## src/rtl/xmodem_imem_loader_pkg.sv

```systemverilog
// Shared XMODEM protocol constants, loader state encoding and checksum helper.
package xmodem_imem_loader_pkg;

    localparam logic [7:0] SOH         = 8'h01;
    localparam logic [7:0] EOT         = 8'h04;
    localparam logic [7:0] ACK         = 8'h06;
    localparam logic [7:0] NAK         = 8'h15;
    localparam int         BLOCK_BYTES = 128;

    typedef enum logic [2:0] {
        IDLE  = 3'd0,
        BLK   = 3'd1,
        BLKN  = 3'd2,
        DATA  = 3'd3,
        CKSUM = 3'd4,
        RESP  = 3'd5,
        DONE  = 3'd6
    } state_t;

    // Running modulo-256 checksum used by XMODEM (plain byte sum, carries dropped).
    function automatic logic [7:0] cksum_add(input logic [7:0] sum, input logic [7:0] data);
        return sum + data;
    endfunction

endpackage

```

## src/rtl/xmodem_imem_loader_if.sv

```systemverilog
// UART FIFO handshake, instruction-memory write port and status of the loader.
interface xmodem_imem_loader_if #(
    parameter int NB_UART_DATA    = 8,
    parameter int NB_INSTRUCTION  = 32,
    parameter int IMEM_ADDR_WIDTH = 6
) ();

    logic                       i_en;
    logic [NB_UART_DATA-1:0]    i_uart_rx_data;
    logic                       i_uart_rx_empty;
    logic                       o_uart_rd;
    logic                       i_uart_tx_full;
    logic                       o_uart_wr;
    logic [NB_UART_DATA-1:0]    o_uart_wdata;
    logic                       o_uart_tx_start;
    logic                       o_imem_wr_en;
    logic [IMEM_ADDR_WIDTH-1:0] o_imem_addr;
    logic [NB_INSTRUCTION-1:0]  o_imem_wdata;
    logic                       o_busy;
    logic                       o_load_done;

    // Loader side.
    modport master (
        input  i_en, i_uart_rx_data, i_uart_rx_empty, i_uart_tx_full,
        output o_uart_rd, o_uart_wr, o_uart_wdata, o_uart_tx_start,
        output o_imem_wr_en, o_imem_addr, o_imem_wdata, o_busy, o_load_done
    );

    // UART / memory / controller side.
    modport slave (
        output i_en, i_uart_rx_data, i_uart_rx_empty, i_uart_tx_full,
        input  o_uart_rd, o_uart_wr, o_uart_wdata, o_uart_tx_start,
        input  o_imem_wr_en, o_imem_addr, o_imem_wdata, o_busy, o_load_done
    );

endinterface

```

## src/rtl/xmodem_imem_loader.sv

```systemverilog
// XMODEM (checksum variant) receiver that streams 128-byte blocks from the UART
// RX FIFO into instruction memory, packing bytes little-endian into words and
// answering each block with ACK/NAK through the UART TX FIFO.
module xmodem_imem_loader
    import xmodem_imem_loader_pkg::*;
#(
    parameter int NB_UART_DATA    = 8,
    parameter int NB_INSTRUCTION  = 32,
    parameter int IMEM_ADDR_WIDTH = 6
) (
    input  logic                 clk,
    input  logic                 i_rst_n,
    xmodem_imem_loader_if.master bus
);

    state_t                     state_r;
    logic [7:0]                 expected_r;
    logic [7:0]                 blk_r;
    logic [7:0]                 cksum_r;
    logic [7:0]                 resp_r;
    logic [6:0]                 cnt_r;
    logic [23:0]                word_r;
    logic [IMEM_ADDR_WIDTH-1:0] addr_r;
    logic                       wr_blk_r;
    logic                       ack_ok_r;
    logic                       eot_r;
    logic                       resp_phase_r;

    logic                       imem_wr_en_r;
    logic [IMEM_ADDR_WIDTH-1:0] imem_addr_r;
    logic [NB_INSTRUCTION-1:0]  imem_wdata_r;
    logic                       uart_wr_r;
    logic [NB_UART_DATA-1:0]    uart_wdata_r;
    logic                       tx_start_r;

    logic                       pop_s;
    logic [7:0]                 rx_byte_s;
    logic                       valid_s;
    logic                       new_s;
    logic                       dup_s;
    logic [7:0]                 exp_m1_s;
    logic [IMEM_ADDR_WIDTH-1:0] base_addr_s;

    assign rx_byte_s   = bus.i_uart_rx_data;
    assign valid_s     = ((blk_r ^ rx_byte_s) == 8'hFF);
    assign new_s       = (blk_r == expected_r);
    assign exp_m1_s    = expected_r - 8'd1;
    assign dup_s       = (blk_r == exp_m1_s);
    // Each block holds 32 words, so block n starts at word (n-1)*32, wrapped to the memory size.
    assign base_addr_s = IMEM_ADDR_WIDTH'({exp_m1_s, 5'd0});

    // Pop the RX FIFO head in the same cycle it is consumed, only in byte-accepting states.
    always_comb begin
        pop_s = 1'b0;
        case (state_r)
            IDLE, BLK, BLKN, DATA, CKSUM: pop_s = bus.i_en & ~bus.i_uart_rx_empty;
            default:                      pop_s = 1'b0;
        endcase
    end

    // Protocol FSM with block datapath and registered strobes; i_en low freezes everything.
    always_ff @(posedge clk or negedge i_rst_n) begin
        if (!i_rst_n) begin
            state_r      <= IDLE;
            expected_r   <= 8'h01;
            blk_r        <= 8'h00;
            cksum_r      <= 8'h00;
            resp_r       <= 8'h00;
            cnt_r        <= 7'd0;
            word_r       <= 24'd0;
            addr_r       <= '0;
            wr_blk_r     <= 1'b0;
            ack_ok_r     <= 1'b0;
            eot_r        <= 1'b0;
            resp_phase_r <= 1'b0;
            imem_wr_en_r <= 1'b0;
            imem_addr_r  <= '0;
            imem_wdata_r <= '0;
            uart_wr_r    <= 1'b0;
            uart_wdata_r <= '0;
            tx_start_r   <= 1'b0;
        end else begin
            imem_wr_en_r <= 1'b0;
            uart_wr_r    <= 1'b0;
            tx_start_r   <= 1'b0;
            if (bus.i_en) begin
                case (state_r)
                    IDLE: begin
                        if (pop_s && rx_byte_s == SOH) begin
                            state_r <= BLK;
                        end else if (pop_s && rx_byte_s == EOT) begin
                            resp_r       <= ACK;
                            eot_r        <= 1'b1;
                            resp_phase_r <= 1'b0;
                            state_r      <= RESP;
                        end
                    end
                    BLK: begin
                        if (pop_s) begin
                            blk_r   <= rx_byte_s;
                            state_r <= BLKN;
                        end
                    end
                    BLKN: begin
                        if (pop_s) begin
                            cnt_r    <= 7'd0;
                            cksum_r  <= 8'h00;
                            word_r   <= 24'd0;
                            wr_blk_r <= valid_s & new_s;
                            ack_ok_r <= valid_s & (new_s | dup_s);
                            addr_r   <= base_addr_s;
                            state_r  <= DATA;
                        end
                    end
                    DATA: begin
                        if (pop_s) begin
                            cksum_r <= cksum_add(cksum_r, rx_byte_s);
                            case (cnt_r[1:0])
                                2'd0: word_r[7:0]   <= rx_byte_s;
                                2'd1: word_r[15:8]  <= rx_byte_s;
                                2'd2: word_r[23:16] <= rx_byte_s;
                                2'd3: begin
                                    if (wr_blk_r) begin
                                        imem_wr_en_r <= 1'b1;
                                        imem_addr_r  <= addr_r;
                                        imem_wdata_r <= {rx_byte_s, word_r};
                                        addr_r       <= addr_r + 1'b1;
                                    end
                                end
                                default: word_r <= word_r;
                            endcase
                            cnt_r <= cnt_r + 7'd1;
                            if (cnt_r == 7'(BLOCK_BYTES - 1)) begin
                                state_r <= CKSUM;
                            end
                        end
                    end
                    CKSUM: begin
                        if (pop_s) begin
                            if (ack_ok_r && rx_byte_s == cksum_r) begin
                                resp_r <= ACK;
                                if (wr_blk_r) begin
                                    expected_r <= expected_r + 8'd1;
                                end
                            end else begin
                                resp_r <= NAK;
                            end
                            eot_r        <= 1'b0;
                            resp_phase_r <= 1'b0;
                            state_r      <= RESP;
                        end
                    end
                    RESP: begin
                        if (!resp_phase_r) begin
                            if (!bus.i_uart_tx_full) begin
                                uart_wr_r    <= 1'b1;
                                uart_wdata_r <= resp_r;
                                resp_phase_r <= 1'b1;
                            end
                        end else begin
                            tx_start_r   <= 1'b1;
                            resp_phase_r <= 1'b0;
                            state_r      <= eot_r ? DONE : IDLE;
                        end
                    end
                    DONE: state_r <= DONE;
                    default: state_r <= IDLE;
                endcase
            end
        end
    end

    assign bus.o_uart_rd       = pop_s;
    assign bus.o_uart_wr       = uart_wr_r;
    assign bus.o_uart_wdata    = uart_wdata_r;
    assign bus.o_uart_tx_start = tx_start_r;
    assign bus.o_imem_wr_en    = imem_wr_en_r;
    assign bus.o_imem_addr     = imem_addr_r;
    assign bus.o_imem_wdata    = imem_wdata_r;
    assign bus.o_busy          = (state_r != IDLE) && (state_r != DONE);
    assign bus.o_load_done     = (state_r == DONE);

endmodule

```

## src/flat_wrapper.sv

```systemverilog
// flat-port wrapper written by rule: the top's interface ports become plain ports
module xmodem_imem_loader_flat import xmodem_imem_loader_pkg::*;
#(
    parameter int NB_UART_DATA    = 8,
    parameter int NB_INSTRUCTION  = 32,
    parameter int IMEM_ADDR_WIDTH = 6
)
  (clk, i_rst_n, bus_i_en, bus_i_uart_rx_data, bus_i_uart_rx_empty, bus_i_uart_tx_full, bus_o_uart_rd, bus_o_uart_wr, bus_o_uart_wdata, bus_o_uart_tx_start, bus_o_imem_wr_en, bus_o_imem_addr, bus_o_imem_wdata, bus_o_busy, bus_o_load_done);
  xmodem_imem_loader_if #(.NB_UART_DATA(NB_UART_DATA), .NB_INSTRUCTION(NB_INSTRUCTION), .IMEM_ADDR_WIDTH(IMEM_ADDR_WIDTH)) bus_i ();
  input  logic clk;
  input  logic i_rst_n;
  input wire logic [$bits(bus_i.i_en)-1:0] bus_i_en;
  input wire logic [$bits(bus_i.i_uart_rx_data)-1:0] bus_i_uart_rx_data;
  input wire logic [$bits(bus_i.i_uart_rx_empty)-1:0] bus_i_uart_rx_empty;
  input wire logic [$bits(bus_i.i_uart_tx_full)-1:0] bus_i_uart_tx_full;
  output wire logic [$bits(bus_i.o_uart_rd)-1:0] bus_o_uart_rd;
  output wire logic [$bits(bus_i.o_uart_wr)-1:0] bus_o_uart_wr;
  output wire logic [$bits(bus_i.o_uart_wdata)-1:0] bus_o_uart_wdata;
  output wire logic [$bits(bus_i.o_uart_tx_start)-1:0] bus_o_uart_tx_start;
  output wire logic [$bits(bus_i.o_imem_wr_en)-1:0] bus_o_imem_wr_en;
  output wire logic [$bits(bus_i.o_imem_addr)-1:0] bus_o_imem_addr;
  output wire logic [$bits(bus_i.o_imem_wdata)-1:0] bus_o_imem_wdata;
  output wire logic [$bits(bus_i.o_busy)-1:0] bus_o_busy;
  output wire logic [$bits(bus_i.o_load_done)-1:0] bus_o_load_done;
  assign bus_i.i_en = bus_i_en;
  assign bus_i.i_uart_rx_data = bus_i_uart_rx_data;
  assign bus_i.i_uart_rx_empty = bus_i_uart_rx_empty;
  assign bus_i.i_uart_tx_full = bus_i_uart_tx_full;
  assign bus_o_uart_rd = bus_i.o_uart_rd;
  assign bus_o_uart_wr = bus_i.o_uart_wr;
  assign bus_o_uart_wdata = bus_i.o_uart_wdata;
  assign bus_o_uart_tx_start = bus_i.o_uart_tx_start;
  assign bus_o_imem_wr_en = bus_i.o_imem_wr_en;
  assign bus_o_imem_addr = bus_i.o_imem_addr;
  assign bus_o_imem_wdata = bus_i.o_imem_wdata;
  assign bus_o_busy = bus_i.o_busy;
  assign bus_o_load_done = bus_i.o_load_done;
  xmodem_imem_loader #(.NB_UART_DATA(NB_UART_DATA), .NB_INSTRUCTION(NB_INSTRUCTION), .IMEM_ADDR_WIDTH(IMEM_ADDR_WIDTH)) u_core (.clk(clk), .i_rst_n(i_rst_n), .bus(bus_i));
endmodule
```

## config.mk

```make
export PLATFORM = sky130hd
export DESIGN_NAME = xmodem_imem_loader_flat
export DESIGN_NICKNAME = d
export VERILOG_FILES = /design/src/rtl/xmodem_imem_loader_pkg.sv /design/src/rtl/xmodem_imem_loader_if.sv /design/src/rtl/xmodem_imem_loader.sv /design/src/flat_wrapper.sv
export SDC_FILE = /design/constraint.sdc
export NUM_CORES = 1
export LEC_CHECK = 0
export ABC_CLOCK_PERIOD_IN_PS = 5800
export CORE_ASPECT_RATIO = 2
export CORE_UTILIZATION = 45
export CTS_CLUSTER_SIZE = 24
export DETAILED_ROUTE_END_ITERATION = 16
export PLACE_DENSITY = 0.71
export RECOVER_POWER = 25
export SETUP_SLACK_MARGIN = 0.1
export SYNTH_ARGS = -nofsm -noshare
export SYNTH_HDL_FRONTEND = slang
export SYNTH_SLANG_ARGS = --single-unit
export TNS_END_PERCENT = 5
```

## constraint.sdc

```tcl
create_clock -name clk -period 5.8 [get_ports clk]
set_clock_uncertainty 0.15 [all_clocks]
set_input_delay 1.74 -clock clk [delete_from_list [all_inputs] [get_ports clk]]
set_output_delay 1.74 -clock clk [all_outputs]
set_load 0.01 [all_outputs]
```

==> out/results.tsv, run 1 <==
stage	metric	value	unit
cells_and_area	commonest non-fill, non-tap cell in the layout	dfrtp_1	
power_and_ir_drop	Worst VDD drop	0.000243	V
sta	final hold vios	0	
global_routing	GRT Overall Usage	21.7	%
sta	final setup margin	0.631	ns
cells_and_area	antenna fix cells	0	
synth	Top FF cell, synth	dfrtp_1	
power_and_ir_drop	leakage dissipation	0.00307	uW
synth	Area contributors post-synth	dfrtp_1 51%, mux2_2 8.6%, nand2_1 4.9%	
synth	post-synthesis instance total	518	
die	row cnt	57	
synth	Post-synth EDFFs	0	
sta	final hold slack	0.318	ns
synth	flops & latches, synth	115	
cts	CTS Sinks	115	
die	die area	13000	um^2
global_routing	initial antenna violation count	0	
cells_and_area	fraction of layout cells with a size suffix above 1	15.7	%
routing	Detailed Routing Iterations Pass 1	5	
cells_and_area	commonest cells after routing, fill and taps aside	114 x dfrtp_1, 73 x nand2_1, 58 x clkdlybuf4s50_1	
placement	DP HPWL	9.02	mm
cts	total CTS buffers	17	
die	die width	81.0	um
routing	DRC	0	
cells_and_area	fin nets	601	
power_and_ir_drop	Psw	912	uW
cts	clock-pin slew on the worst setup and hold paths	0.06	ns
sta	slew margin rel.	-35.3	%
hold_path	worst hold path class	reg -> reg	
cts	Hold Buf Count CTS	0	
setup_path	RR Startpoint	u_core.state_r[0]	
cts	Clk Latency, worst-skew pair	0.41	ns
routing	vias per cell	5.52	
sta	Slew Limit Fails	83	
setup_path	Data required, critical path	3.91	ns
cts	Clock Tree Root	clkbuf_16	
global_routing	first-pass GRT wire length	21.1	mm
routing	Vias	4048	
synth	share of the synthesized area in the top cell type	50.8	%
setup_path	crit path launch type	input pin	
sta	setup TNS	0	ns
cts	Bufs on Longest Clock Path	2	
global_routing	largest net degree at the start of global routing	83	
synth	mean area per synthesized cell	10.8	um^2
synth	count of cell types in the netlist	60	
global_routing	total gr overflow	0	
routing	Routed wire per std cell	17.2	um
setup_path	WS Path Type	in -> out	
power_and_ir_drop	PD cells	407	nW/um^2
placement	port bufs	60	
die	Die H	160	um
synth	post-synthesis sequential area ratio	51.2	%
sta	fin crit share	89.1	%
cts	htree depth	4	
synth	yosys warns	0	
sta	fmax	193	MHz
cells_and_area	Fill cells	1060	
sta	Tightest Pin Transition	2.03	ns
placement	pre-CTS setup slack	0.712	ns
setup_path	CP startpoint	bus_i_en	
outcome	failing checks	max-capacitance violations, max-slew violations	
sta	Final Setup Violations	0	
routing	Post-Route WL	12.6	mm
die	initial core utilization	46.3	%
routing	Iteration-0 DRC Markers	311	
power_and_ir_drop	Clk pwr share	35.3	%
synth	post-synth top area cell	dfrtp_1	
sta	unrepaired setup endpoints after global routing	no	
setup_path	worst-path fanout max	7	
synth	Mapped Area	5620	um^2
die	I/O Pins	65	
setup_path	crit end category	primary output	
setup_path	Critical Path AT	3.28	ns
global_routing	vias in the first global route	4249	
synth	async set or reset register ratio after synthesis	100	%
placement	routability cong.	0.836	
routing	Post-DRT Antenna Nets	0	
cts	Post-CTS Setup Bufs	0	
die	core area	12100	um^2
power_and_ir_drop	Gate power share	24.0	%
power_and_ir_drop	internal power	1840	uW
outcome	outcome	complete, but fails checks	
sta	Tmin final	5.17	ns
cts	post_cts resized	0	
power_and_ir_drop	Sw Ratio	33.2	%
cts	CTS tree	done	
power_and_ir_drop	sequential share of power	40.6	%
hold_path	hold path start	u_core.bus.o_uart_wdata[2]	
run	# Max-Cap Violations	1	
cells_and_area	Syn-to-layout area delta	20.3	%
## cell usage after synthesis (6+ instances only)
library cell	count
nand3_1	14
nor3_1	7
mux2_2	43
nor4_1	8
dfrtp_1	114
nand4_1	7
nand2_1	73
xnor2_1	17
nand2b_1	6
inv_1	15
buf_4	6
clkbuf_8	6
mux2i_1	7
clkbuf_1	12
a21oi_1	12
xor2_1	20
o21ai_0	50
ha_1	14
nor2_1	16
## kinds of logic (layout without fill, tap and decap cells)
logic type / after synthesis / in the layout / share of synthesized area, %
compound gates: 97 / 97 / 10.3
xor+xnor: 37 / 37 / 5.77
fa+ha+maj: 15 / 15 / 3.47
buf+inv: 46 / 111 / 5.28
flops: 115 / 115 / 51.2
mux: 50 / 50 / 9.87
other cells: 1 / 4 / 0.0668
simple gates: 157 / 157 / 14.0
## area by class of cell
| cell class | count | area [um^2] | area share [%] |
|---|---|---|---|
| well taps | 147 | 184 | 2.72 |
| multi-input cells | 360 | 2450 | 36.3 |
| clock inverters | 15 | 133 | 1.96 |
| flip-flops and latches | 115 | 2880 | 42.6 |
| inverters | 15 | 56.3 | 0.833 |
| clock buffers | 17 | 425 | 6.30 |
| repair buffers | 64 | 626 | 9.26 |
## final timing paths
path | to | slack, ns | cells past startpoint
min reg2reg | u_core.bus.o_uart_wdata[2] | 0.32 | 2
min | u_core.bus.o_uart_wdata[2] | 0.32 | 2
max | bus_o_uart_rd | 0.63 | 4
max in group asynchronous | u_core.word_r[11] | 2.36 | 2
min in group asynchronous | u_core.bus.o_imem_addr[2] | 1.74 | 1
max reg2reg | u_core.bus.o_imem_wdata[5] | 2.78 | 4
## metal layers
metal	wire [um]	global-route usage (%)	vias to the layer above
met4	375	10.1	0
met2	7150	38.5	119
li1	-	-	1915
met5	0	0	-
met3	467	4.51	27
met1	4630	23.8	1987
## power by group through the flow
stage          Sequential, uW  Clock, uW  Combinational [uW]
4_1_cts                  1110        983                 663
6_report                 1120        971                 660
3_5_place_dp             1120          0                 656
5_1_grt                  1140       1020                 744
2_1_floorplan            1050          0                 550
3_3_place_gp             1110          0                 628
## state kept, by name (all words and copies together), names as in the netlist
signal / flops
u_core.ack_ok_r: 1
u_core.addr_r: 6
u_core.blk_r: 8
u_core.bus.o_imem_addr: 6
u_core.bus.o_imem_wdata: 32
u_core.bus.o_imem_wr_en: 1
u_core.bus.o_uart_tx_start: 1
u_core.bus.o_uart_wdata: 3
u_core.bus.o_uart_wr: 1
u_core.cksum_r: 8
u_core.cnt_r: 7
u_core.eot_r: 1
u_core.expected_r: 8
u_core.resp_phase_r: 1
u_core.resp_r: 3
u_core.state_r: 3
u_core.word_r: 24
u_core.wr_blk_r: 1
## critical path: stages
cell	delay, ns
dlygate4sd3_1	0.67
nand2b_1	0.12
a21oi_1	0.18
clkdlybuf4s50_1	0.57
## stage by stage
| step | cell area [um^2] | total power, uW | cells | utilization [%] |
|---|---|---|---|---|
| finish | 6760 | 2750 | 733 | 55.7 |
| global placement | 6200 | 1740 | 701 | 51.1 |
| detailed placement | 6200 | 1780 | 701 | 51.1 |
| global route | 6760 | 2900 | 733 | 55.7 |
| floorplan | 5630 | 1600 | 521 | - |
| CTS | 6760 | 2760 | 733 | 55.7 |
Note: power is estimated with default switching activity, not from simulation.
==> run 2: changes to the inputs <==
--- a/config.mk
+++ b/config.mk
@@ -10,7 +10,8 @@
 export CORE_UTILIZATION = 45
 export CTS_CLUSTER_SIZE = 24
 export DETAILED_ROUTE_END_ITERATION = 16
-export PLACE_DENSITY = 0.71
+export GPL_TIMING_DRIVEN = 0
+export PLACE_DENSITY = 0.75
 export RECOVER_POWER = 25
 export SETUP_SLACK_MARGIN = 0.1
 export SYNTH_ARGS = -nofsm -noshare
==> run 2 against run 1 <==
  * The run still ends with max-capacitance violations, max-slew violations left
  * Cell count is 3.7% higher
  * Power grew 8.5%
  * Utilization up 2.6 points
  * Largest power group is now clock
==> out/results.tsv, run 2 (synthesis results as in run 1) <==
stage	metric	value	unit
sta	Tmin final	5.23	ns
die	die width	81.0	um
cts	Clock Tree Root	clkbuf_16	
placement	pre-CTS setup slack	0.649	ns
cts	post_cts resized	0	
power_and_ir_drop	PD cells	422	nW/um^2
cells_and_area	commonest cells after routing, fill and taps aside	114 x dfrtp_1, 73 x nand2_1, 57 x clkdlybuf4s50_1	
die	I/O Pins	65	
setup_path	R2R Setup Slk	3.41	ns
cells_and_area	Reg area	2880	um^2
cts	Post-CTS Setup Bufs	0	
routing	Vias	4246	
run	# Max-Cap Violations	1	
cts	total CTS buffers	17	
die	row cnt	57	
cells_and_area	Core Util, Final	58.3	%
routing	Post-DRT Antenna Nets	0	
sta	fmax	191	MHz
sta	Tightest Pin Transition	3.32	ns
cells_and_area	fin nets	628	
power_and_ir_drop	Worst VDD drop	0.000263	V
global_routing	initial antenna violation count	0	
power_and_ir_drop	Power Total	2980	uW
setup_path	crit path launch type	input pin	
setup_path	Max stage delay on crit path	0.65	ns
cells_and_area	Largest register FFs	32	
routing	Post-Route WL	13.2	mm
cells_and_area	fraction of layout cells with a size suffix above 1	17.3	%
placement	port bufs	59	
routing	DRC	0	
setup_path	crit end category	primary output	
cts	clock-pin slew on the worst setup and hold paths	0.06	ns
sta	final hold slack	0.322	ns
outcome	failing checks	max-capacitance violations, max-slew violations	
cts	Bufs on Longest Clock Path	2	
routing	Routed wire per std cell	17.4	um
setup_path	Critical Path AT	3.34	ns
global_routing	largest net degree at the start of global routing	64	
cts	Clk Latency, worst-skew pair	0.41	ns
setup_path	WS Path Type	in -> out	
sta	final hold vios	0	
setup_path	worst-path fanout max	8	
cells_and_area	multi-input logic area	2450	um^2
cts	CTS Sinks	115	
sta	final setup margin	0.565	ns
placement	DP HPWL	9.48	mm
power_and_ir_drop	leakage dissipation	0.00323	uW
die	Die H	160	um
global_routing	first-pass GRT wire length	21.3	mm
cts	htree depth	4	
outcome	outcome	complete, but fails checks	
placement	Placed Cells	728	
cells_and_area	antenna fix cells	0	
setup_path	sequence of cells on the critical path	dlygate4sd3_1 -> nand2b_1 -> buf_4 -> a21oi_1 -> clkdlybuf4s50_1	
cells_and_area	Syn-to-layout area delta	25.8	%
die	initial core utilization	46.3	%
die	die area	13000	um^2
cts	CTS tree	done	
sta	Final Setup Violations	0	
sta	Slew Limit Fails	63	
routing	Iteration-0 DRC Markers	316	
global_routing	total gr overflow	0	
cells_and_area	fin cells	760	
sta	unrepaired setup endpoints after global routing	no	
die	core area	12100	um^2
global_routing	vias in the first global route	4429	
global_routing	GRT Overall Usage	22.1	%
placement	routability cong.	0.846	
sta	slew margin rel.	-121	%
setup_path	Data required, critical path	3.91	ns
routing	vias per cell	5.59	
cells_and_area	commonest non-fill, non-tap cell in the layout	dfrtp_1	
hold_path	worst hold path class	reg -> reg	
cells_and_area	Fill cells	1018	
routing	Detailed Routing Iterations Pass 1	5	
setup_path	slowest CP cell	dlygate4sd3_1	
sta	fin crit share	90.3	%
cts	Hold Buf Count CTS	0	
-- run 2: changes by cell type in the layout (fill, tap and decap cells not counted), moves of 2 or more --
cell / before / now
inv_6: 3 / 5
bufinv_16: 1 / 4
buf_2: 0 / 4
clkinv_2: 4 / 1
inv_8: 0 / 2
clkbuf_1: 0 / 13
buf_4: 4 / 6
clkinvlp_4: 4 / 0
clkbuf_8: 0 / 6
-- run 2: path summary, 6_finish.rpt --
check | depth (start not counted) | startpoint | to
setup / recovery | 5 | bus_i_en | bus_o_uart_rd
hold / removal | 2 | u_core.resp_r[2] | u_core.bus.o_uart_wdata[2]
setup reg to reg | 7 | u_core.cksum_r[3] | u_core.expected_r[4]
hold reg to reg | 2 | u_core.resp_r[2] | u_core.bus.o_uart_wdata[2]
max in group asynchronous | 1 | i_rst_n | u_core.word_r[18]
min in group asynchronous | 1 | i_rst_n | u_core.bus.o_imem_addr[1]
-- run 2: through the flow --
stage | cell area (um^2) | setup TNS [ns]
after global routing | 7070 | 0
after floorplan | 5630 | 0
final | 7070 | 0
after detailed placement | 6430 | 0
after global placement | 6400 | -157.22
after CTS | 7070 | 0
-- run 2: per-layer routing --
layer,vias to the layer above,GRT usage [%],wire (um)
met3,46,4.34,407
met5,-,0,0
met4,0,15.0,753
met1,2090,23.5,4870
li1,1983,-,-
met2,127,37.8,7170
-- run 2: layout make-up --
type	instances	share of cell area, %
Buffer	31	3.40
Clock buffer	17	6.02
Clock inverter	15	3.08
Inverter	15	0.797
Multi-Input combinational cell	360	34.7
Sequential cell	115	40.7
Tap cell	147	2.60
Timing Repair Buffer	60	8.66
-- run 2: power breakdown --
group	switching [uW]	leakage [uW]	internal, uW
Clock	401	0.000317	732
Combinational	428	0.00139	355
Sequential	126	0.00153	940
Total	955	0.00323	2030
-- run 2: critical path: cells and delay by family --
kind,cells,cell delay [ns]
buffers and inverters,3,1.38
AO/OA/AOI/OAI,1,0.13
AND/OR/NAND/NOR,1,0.09
